$ cat config.mk
export PLATFORM = sky130hd
export DESIGN_NAME = tuner_ctrl_req_arbiter
export DESIGN_NICKNAME = d
export VERILOG_FILES = /design/src/rtl/tuner_phy_pkg.sv /design/src/rtl/tuner_rr_pick.sv /design/src/rtl/tuner_ctrl_req_arbiter.sv
export SDC_FILE = /design/constraint.sdc
export NUM_CORES = 1
export LEC_CHECK = 0
export CAP_MARGIN = 15
export CORE_MARGIN = 3
export CORE_UTILIZATION = 30
export DETAILED_ROUTE_END_ITERATION = 10
export GPL_TIMING_DRIVEN = 0
export PLACE_DENSITY = 0.61
export SLEW_MARGIN = 10
export SYNTH_ARGS = -nofsm -noshare
export SYNTH_HDL_FRONTEND = slang
export SYNTH_SLANG_ARGS = --single-unit
$ cat constraint.sdc
create_clock -name i_clk -period 4.2 [get_ports i_clk]
set_input_delay 0.63 -clock i_clk [delete_from_list [all_inputs] [get_ports i_clk]]
set_output_delay 0.63 -clock i_clk [all_outputs]
set_load 0.05 [all_outputs]
$ cat src/rtl/tuner_phy_pkg.sv
// Shared types and constants for the tuner PHY control slice.
// Imported by the request arbiter and its round-robin picker.
package tuner_phy_pkg;

    typedef enum logic [1:0] {
        ARB_IDLE = 2'd0,
        ARB_TUNE = 2'd1,
        ARB_WAIT = 2'd2
    } tuner_req_arb_state_e;

    // Default requester slots when the arbiter fronts the standard three controllers.
    localparam int REQ_SEARCH = 0;
    localparam int REQ_LOCK   = 1;
    localparam int REQ_DITHER = 2;

    function automatic int ptr_width(input int n);
        return (n > 1) ? $clog2(n) : 1;
    endfunction

endpackage

$ cat src/rtl/tuner_rr_pick.sv
// Combinational round-robin selector: first set request strictly after ptr, with wrap.
// Returns a one-hot winner, its index, and whether any request was present.
module tuner_rr_pick
    import tuner_phy_pkg::*;
#(
    parameter int NUM_REQ = 3,
    parameter int PTR_W   = ptr_width(NUM_REQ)
) (
    input  logic [NUM_REQ-1:0] req,
    input  logic [PTR_W-1:0]   ptr,
    output logic [NUM_REQ-1:0] gnt,
    output logic [PTR_W-1:0]   idx,
    output logic               vld
);

    int               cand;
    logic [PTR_W-1:0] cidx;

    always_comb begin
        gnt  = '0;
        idx  = '0;
        cand = 0;
        cidx = '0;
        // Scan ptr+1 .. ptr+NUM_REQ so the last winner is considered last.
        for (int i = 1; i <= NUM_REQ; i++) begin
            cand = (int'(ptr) + i) % NUM_REQ;
            cidx = PTR_W'(cand);
            if ((gnt == '0) && req[cidx]) begin
                gnt[cidx] = 1'b1;
                idx       = cidx;
            end
        end
    end

    assign vld = |req;

endmodule

$ cat src/rtl/tuner_ctrl_req_arbiter.sv
// Shares one tuner PHY between NUM_REQ controllers for whole tune->commit transactions,
// with round-robin fairness, bounded ownership hold and a commit watchdog.
//
// state    | meaning
// ---------+-----------------------------------------------------------
// ARB_IDLE | no owner; pick next requester round-robin
// ARB_TUNE | owner granted; forward its tune request to the PHY
// ARB_WAIT | tune accepted; wait for PHY commit, watchdog running
module tuner_ctrl_req_arbiter
    import tuner_phy_pkg::*;
#(
    parameter int NUM_REQ     = 3,
    parameter int DAC_WIDTH   = 8,
    parameter int ADC_WIDTH   = 8,
    parameter int HOLD_MAX    = 16,
    parameter int WDOG_CYCLES = 255
) (
    input  logic                           i_clk,
    input  logic                           i_rst,
    input  logic [NUM_REQ-1:0]             i_req_tune_val,
    output logic [NUM_REQ-1:0]             o_req_tune_rdy,
    input  logic [NUM_REQ*DAC_WIDTH-1:0]   i_req_ring_tune,
    input  logic [NUM_REQ-1:0]             i_req_hold,
    output logic [NUM_REQ-1:0]             o_req_commit_val,
    input  logic [NUM_REQ-1:0]             i_req_commit_rdy,
    output logic [ADC_WIDTH-1:0]           o_req_pwr_commit,
    output logic [DAC_WIDTH-1:0]           o_req_ring_tune_commit,
    output logic [NUM_REQ-1:0]             o_grant,
    output logic                           o_phy_tune_val,
    input  logic                           i_phy_tune_rdy,
    output logic [DAC_WIDTH-1:0]           o_phy_ring_tune,
    input  logic                           i_phy_commit_val,
    output logic                           o_phy_commit_rdy,
    input  logic [ADC_WIDTH-1:0]           i_phy_pwr_commit,
    input  logic [DAC_WIDTH-1:0]           i_phy_ring_tune_commit,
    output logic                           o_phy_refresh,
    output logic                           o_timeout
);

    localparam int PTR_W  = ptr_width(NUM_REQ);
    localparam int HOLD_W = $clog2(HOLD_MAX + 1);
    localparam int WDOG_W = $clog2(WDOG_CYCLES);

    localparam logic [HOLD_W-1:0] HOLD_LAST = HOLD_W'(HOLD_MAX - 1);
    localparam logic [WDOG_W-1:0] WDOG_LOAD = WDOG_W'(WDOG_CYCLES - 1);
    localparam logic [PTR_W-1:0]  PTR_INIT  = PTR_W'(NUM_REQ - 1);

    tuner_req_arb_state_e state;
    logic [PTR_W-1:0]     rr_ptr;
    logic [HOLD_W-1:0]    hold_cnt;
    logic [WDOG_W-1:0]    wdog_cnt;

    logic [NUM_REQ-1:0]   pick_gnt;
    logic [PTR_W-1:0]     pick_idx;
    logic                 pick_vld;

    logic [DAC_WIDTH-1:0] owner_code;
    logic                 owner_tune_val;
    logic                 owner_commit_rdy;
    logic                 owner_hold;
    logic                 others_waiting;
    logic                 hold_ok;
    logic                 in_tune;
    logic                 in_wait;
    logic                 tune_fire;
    logic                 commit_fire;

    tuner_rr_pick #(
        .NUM_REQ (NUM_REQ),
        .PTR_W   (PTR_W)
    ) u_rr_pick (
        .req (i_req_tune_val),
        .ptr (rr_ptr),
        .gnt (pick_gnt),
        .idx (pick_idx),
        .vld (pick_vld)
    );

    // o_grant is one-hot (or zero), so OR-ing the selected slices is a clean mux.
    always_comb begin
        owner_code = '0;
        for (int k = 0; k < NUM_REQ; k++) begin
            if (o_grant[k]) begin
                owner_code = owner_code | i_req_ring_tune[k*DAC_WIDTH +: DAC_WIDTH];
            end
        end
    end

    assign owner_tune_val   = |(i_req_tune_val & o_grant);
    assign owner_commit_rdy = |(i_req_commit_rdy & o_grant);
    assign owner_hold       = |(i_req_hold & o_grant);
    assign others_waiting   = |(i_req_tune_val & ~o_grant);
    assign hold_ok          = owner_hold && ((hold_cnt < HOLD_LAST) || !others_waiting);

    assign in_tune = (state == ARB_TUNE);
    assign in_wait = (state == ARB_WAIT);

    assign o_phy_tune_val         = in_tune && owner_tune_val;
    assign o_phy_ring_tune        = in_tune ? owner_code : '0;
    assign o_req_tune_rdy         = (in_tune && i_phy_tune_rdy) ? o_grant : '0;

    assign o_req_commit_val       = (in_wait && i_phy_commit_val) ? o_grant : '0;
    assign o_phy_commit_rdy       = in_wait && owner_commit_rdy;
    assign o_req_pwr_commit       = in_wait ? i_phy_pwr_commit : '0;
    assign o_req_ring_tune_commit = in_wait ? i_phy_ring_tune_commit : '0;

    assign tune_fire   = o_phy_tune_val && i_phy_tune_rdy;
    assign commit_fire = in_wait && i_phy_commit_val && owner_commit_rdy;

    always_ff @(posedge i_clk or posedge i_rst) begin
        if (i_rst) begin
            state         <= ARB_IDLE;
            o_grant       <= '0;
            rr_ptr        <= PTR_INIT;
            hold_cnt      <= '0;
            wdog_cnt      <= '0;
            o_phy_refresh <= 1'b0;
            o_timeout     <= 1'b0;
        end else begin
            o_phy_refresh <= 1'b0;
            case (state)
                ARB_IDLE: begin
                    if (pick_vld) begin
                        o_grant  <= pick_gnt;
                        rr_ptr   <= pick_idx;
                        hold_cnt <= '0;
                        state    <= ARB_TUNE;
                    end
                end
                ARB_TUNE: begin
                    if (tune_fire) begin
                        wdog_cnt <= WDOG_LOAD;
                        state    <= ARB_WAIT;
                    end
                end
                ARB_WAIT: begin
                    // A commit landing on the expiry cycle still counts as a commit.
                    if (commit_fire) begin
                        if (hold_ok) begin
                            state <= ARB_TUNE;
                            if (hold_cnt != HOLD_LAST) begin
                                hold_cnt <= hold_cnt + 1'b1;
                            end
                        end else begin
                            state   <= ARB_IDLE;
                            o_grant <= '0;
                        end
                    end else if (wdog_cnt == '0) begin
                        o_phy_refresh <= 1'b1;
                        o_timeout     <= 1'b1;
                        o_grant       <= '0;
                        state         <= ARB_IDLE;
                    end else begin
                        wdog_cnt <= wdog_cnt - 1'b1;
                    end
                end
                default: begin
                    state   <= ARB_IDLE;
                    o_grant <= '0;
                end
            endcase
        end
    end

endmodule

Word-level counts from Yosys, hierarchy flattened
Cells that the tools add are included.
{"block": "totals", "output_inout_bits": 37, "inputBits": 53, "register_bits": 22}
{"block": "classes", "n_lt_le_gt_ge": 7, "n_reduce_logical": 31, "addsub": 5, "eq_ne": 12, "muxes": 49, "n_bitwise": 11, "n_div": 3}
{"operator": "$mod 32x3->32 const B", "n": 3}
{"operator": "$mux 8", "n": 9}
{"operator": "$mux 3", "n": 9}
{"operator": "$mux 5", "n": 4}
{"operator": "$or 8x8->8", "n": 2}
{"operator": "$pmux 8 s2", "n": 1}
{"operator": "$reduce_or 3->1", "n": 5}
{"operator": "$mux 2", "n": 7}
{"operator": "$and 3x3->3", "n": 4}
{"operator": "$logic_and 1x1->1", "n": 12}
{"operator": "$mux 1", "n": 10}
{"operator": "$pmux 5 s2", "n": 1}
{"operator": "$lt 2x3->1 const B", "n": 3}
{"operator": "$pmux 3 s3", "n": 1}
{"operator": "$logic_not 8->1", "n": 1}
{"operator": "$ne 2x2->1 const B", "n": 4}
{"operator": "$reduce_and 4->1", "n": 2}
{"operator": "$sub 8x1->8 const B", "n": 1}
{"operator": "$add 2x2->3 const B", "n": 2}
{"operator": "$bmux 1 s2", "n": 3}
{"operator": "$demux 1 s2", "n": 3}
{"operator": "$ge 2x1->1 const B", "n": 3}
{"operator": "$logic_not 3->1", "n": 2}
{"operator": "$ne 2x1->1 const B", "n": 3}
{"operator": "19 further kinds", "n": 23}

Longest topological paths before layout
{"block": "depth", "depth_word": 15, "ltp_mapped": 8, "mapped_depth_nobuf": 7}

By module
Synthesis repeated with hierarchy kept, for this count alone.
{"block": "unflattened", "cells_unflattened": 212, "area_unflattened_um2": 1801.7}
{"mod": "tuner_ctrl_req_arbiter", "area_per_inst_um2": 1432.6, "cells_each": 161, "n_inst": 1}
{"mod": "tuner_rr_pick", "area_per_inst_um2": 369.1, "cells_each": 51, "n_inst": 1}

Worst setup path after synthesis
No wires, ideal clock.
{"block": "synth_path", "path_kind": "reg-to-reg", "from": "register wdog_cnt[5]", "to": "register o_grant[0]", "setup_time_ns": 0.126, "period_less_slack_ns": 2.480, "n_path_buf": 1, "setup_slack_ns": 1.720, "path_stages_with_launch": 7, "arrival_ns": 2.354, "required_time_ns": 4.074, "cell_sequence": "dfrtp_1 > or4_1 > or4b_1 > buf_6 > and2_4 > or3_1 > a221o_1"}
{"block": "synth_between", "elab_chain_len": 3}
{"element": "start, declared", "line": "tuner_ctrl_req_arbiter.sv:51", "rtl": "logic [WDOG_W-1:0] wdog_cnt;"}
{"element": "start signal, assigned", "line": "tuner_ctrl_req_arbiter.sv:154", "rtl": "wdog_cnt <= wdog_cnt - 1'b1;"}
{"element": "$logic_not 8->1", "line": "tuner_ctrl_req_arbiter.sv:148", "rtl": "end else if (wdog_cnt == '0) begin"}
{"element": "$ne 3x1->1 (no line)"}
{"element": "$reduce_and 4->1 (no line)"}
{"element": "end signal, assigned", "line": "tuner_ctrl_req_arbiter.sv:124", "rtl": "o_grant <= pick_gnt;"}
{"element": "end, declared", "line": "tuner_ctrl_req_arbiter.sv:28", "rtl": "output logic [NUM_REQ-1:0] o_grant,"}
Every way passes these cells.
A chain may end at the register's enable or synchronous reset.

Worst setup path in the final report
{"block": "layout_path", "from": "input port i_req_commit_rdy[0]", "to": "output port o_phy_commit_rdy"}
{"block": "layout_between", "elab_chain_len": 3}
{"element": "start, declared", "line": "tuner_ctrl_req_arbiter.sv:25", "rtl": "input logic [NUM_REQ-1:0] i_req_commit_rdy,"}
{"element": "$and 3x3->3", "line": "tuner_ctrl_req_arbiter.sv:90", "rtl": "assign owner_commit_rdy = |(i_req_commit_rdy & o_grant);"}
{"element": "$reduce_or 3->1", "line": "tuner_ctrl_req_arbiter.sv:90"}
{"element": "$logic_and 1x1->1", "line": "tuner_ctrl_req_arbiter.sv:103", "rtl": "assign o_phy_commit_rdy = in_wait && owner_commit_rdy;"}
{"element": "end, declared", "line": "tuner_ctrl_req_arbiter.sv:33", "rtl": "output logic o_phy_commit_rdy,"}
Every way passes these cells.

==> results_dict.tcl <==
set metrics [dict create \
    num_vias 1922 \
    critPathMaxStageDelay_ns 0.76 \
    fill_cells 554 \
    fp.dieH_um 82.3 \
    rows 27 \
    drt_wl_total_um 5390 \
    wl_met3_um 645 \
    r2r_slack_ns 1.62 \
    drtIter0Drc 126 \
    clockRootBuffer "clkbuf_8" \
    end_kind "output pin" \
    maxSlewViolCount 0 \
    num-nets-final 366 \
    hpwl_um 4230 \
    core_area_um2 5570 \
    firstDrtPassIters 4 \
    cts_resized 0 \
    syn_area_um2 1740 \
    slowest_stage "a222oi_1" \
    setup_violations 0 \
    initial_utilization_pct 31.3 \
    cts_tree "done" \
    startpoint_type "primary input" \
    port-buffer-count 88 \
    hold_viol 0 \
    grt_start_max_net_pins 23 \
    min_path_type "register to register" \
    async_reset_ff_share_pct 100 \
    finClkSkew_ns 0.00444 \
    yosysUniqueCellTypes 47 \
    drive_gt1_share_pct 3.28 \
    yosys_register_bits 22 \
    period_needed_ns 3.30 \
    pre_cts_slack_ns 0.916 \
    p_per_area_nw_per_um2 503 \
    die_w_um 82.3 \
    syn_inst 213 \
    clk_pin_slew_ns 0.08 \
    grt_pass1_wl_um 8290 \
    synth-edff-count 0 \
    max_freq_ghz 0.303 \
    clk_latency_ns 0.26 \
    cellLeakagePower_uw 0.00110 \
    synthFlopType "dfrtp_1" \
    crit_fanout 5 \
    dieArea_um2 6770 \
    routed_via_density 5.10 \
    period_share_pct 78.6 \
    ys_seq_area_share_pct 31.6 \
    cts.sinks 22 \
    htreeDepth 1 \
    syn_nets 273 \
    setup_tns_ns 0 \
    dp.cells 373 \
    cts_setup_buffers 0 \
    routabilityCongestion 0.818 \
    diodes 0 \
    antenna_found_initial 0 \
    peakVddDrop_mv 0.213 \
    cts.path.max_buffers 2 \
    hold-worst-slack_ns 0.471 \
    grt_pass1_vias 1769 \
    wire_per_inst_um 14.3 \
    tightestPinTransition_ns 1.06 \
    ios 90 \
    syn2layout_area_growth_pct 59.8 \
    grt_use_total_pct 15.4 \
    dr.max_layer_used "met4" \
    cp.required_ns 3.57 \
    numCtsBuffers 3 \
    cts.hold.buffers_added 0 \
    critPathKind "primary input to output pin" \
    relSlewSlack_pct 28.5 \
    fin_cells 377 \
    max_cap_viol_count 0 \
    avgSynthCellArea_um2 8.19 \
    drc 0 \
    met1_length_um 2270 \
    fin_ws_ns 0.899 \
    status "complete, no violations" \
    rsz0062_at_grt "no" \
    crit_arrival_ns 2.67 \
    crit_chain "clkdlybuf4s50_1, a222oi_1, nor2_1, clkdlybuf4s50_1" \
    synth_warnings 0 \
    critPathMostFrequentCell "clkdlybuf4s50_1" \
    wl_met2_um 2440 \
    grt-ovfl-total 0 \
    drtAntennaViolNets 0 \
]
-- sequential cells by signal, summed over array words and instances, names as in the netlist --
| name | count |
|---|---|
| o_timeout | 1 |
| o_grant | 3 |
| hold_cnt | 5 |
| o_phy_refresh | 1 |
| state | 2 |
| rr_ptr | 2 |
| wdog_cnt | 8 |
-- synthesized netlist by cell type (2+ instances only) --
| library cell | number | area share [%] |
|---|---|---|
| nor2_1 | 22 | 4.7 |
| o21a_1 | 2 | 0.86 |
| nand3_1 | 3 | 0.86 |
| xor2_1 | 6 | 3.0 |
| nor4_1 | 2 | 0.72 |
| ha_1 | 7 | 5.0 |
| nand2_1 | 22 | 4.7 |
| nor3_1 | 4 | 1.1 |
| nand2b_1 | 7 | 2.5 |
| nor2b_1 | 5 | 1.8 |
| nor3b_1 | 2 | 0.86 |
| inv_1 | 12 | 2.6 |
| nand3b_1 | 4 | 1.7 |
| nand4_1 | 5 | 1.8 |
| mux2i_1 | 5 | 2.9 |
| a222oi_1 | 11 | 6.3 |
| and3_1 | 7 | 2.5 |
| and2_1 | 16 | 5.7 |
| dfrtp_1 | 21 | 30 |
| o21ai_0 | 10 | 2.9 |
| a21oi_1 | 2 | 0.57 |
| nand4b_1 | 2 | 1.0 |
| o211ai_1 | 2 | 0.86 |
| clkbuf_1 | 11 | 2.4 |
-- logic make-up after synthesis --
group           Yosys count  synth area share, %
simple gates            107                 32.9
mux                       6                 3.52
compound gates           41                 18.4
buf+inv                  24                 5.60
fa+ha+maj                 7                 5.02
flops                    22                 31.6
xor+xnor                  6                 3.01
-- final cells by class --
class / count / area [um2] / area share [%]
multi-input combinational: 167 / 1090 / 39.3
timing repair buffer: 88 / 881 / 31.6
sequential: 22 / 552 / 19.8
tap: 72 / 90.1 / 3.23
buffer: 12 / 52.6 / 1.89
inverter: 12 / 45.0 / 1.62
clock buffer: 3 / 41.3 / 1.48
clock inverter: 1 / 30.0 / 1.08
-- layout by cell type, fill, tap and decap left out, drive strengths merged, types with 6 or more instances in the layout --
master | synthesis | routed
o21ai | 10 | 10
clkdlybuf4s50 | 0 | 88
nand2 | 22 | 22
dfrtp | 21 | 21
nand2b | 7 | 7
a222oi | 11 | 11
and3 | 7 | 7
xor2 | 6 | 6
ha | 7 | 7
and2 | 17 | 17
nor2 | 22 | 22
clkbuf | 11 | 14
inv | 12 | 12
-- per-layer routing --
layer  GRT usage, %  vias to the layer above
li1               -                      956
met1           18.6                      877
met2           27.0                       85
met3           4.45                        4
met4           3.49                        0
met5              0                        -
-- stage by stage --
| stage | total power (uW) | cell area [um2] | util (%) |
|---|---|---|---|
| 6_report | 1400 | 2790 | 50.0 |
| 5_1_grt | 1500 | 2790 | 50.0 |
| 4_1_cts | 1410 | 2790 | 50.0 |
| 3_5_place_dp | 1210 | 2720 | 48.7 |
| 3_3_place_gp | 1200 | 2720 | 48.7 |
| 2_1_floorplan | 923 | 1740 | - |
-- worst max-delay path, delay by kind of cell --
family | cells | cell delay (ns)
AO/OA/AOI/OAI | 1 | 0.76
buffers and inverters | 2 | 1.14
AND/OR/NAND/NOR | 1 | 0.15
-- report_power, final --
| part | internal (uW) | leakage, uW | switching (uW) |
|---|---|---|---|
| clock network | 127 | 0.0000357 | 71.5 |
| registers | 259 | 0.000256 | 50.3 |
| logic | 342 | 0.000807 | 550 |
| total | 729 | 0.00110 | 672 |
-- final timing paths --
check | from | end | cells after the start
min in group asynchronous | i_rst | hold_cnt[3] | 2
max in group asynchronous | i_rst | o_phy_refresh | 2
max | i_req_commit_rdy[0] | o_phy_commit_rdy | 4
max reg2reg | wdog_cnt[5] | o_grant[0] | 6
min reg2reg | o_timeout | o_timeout | 1
min | o_timeout | o_timeout | 1
No activity file was read; power rests on OpenSTA's default activity.
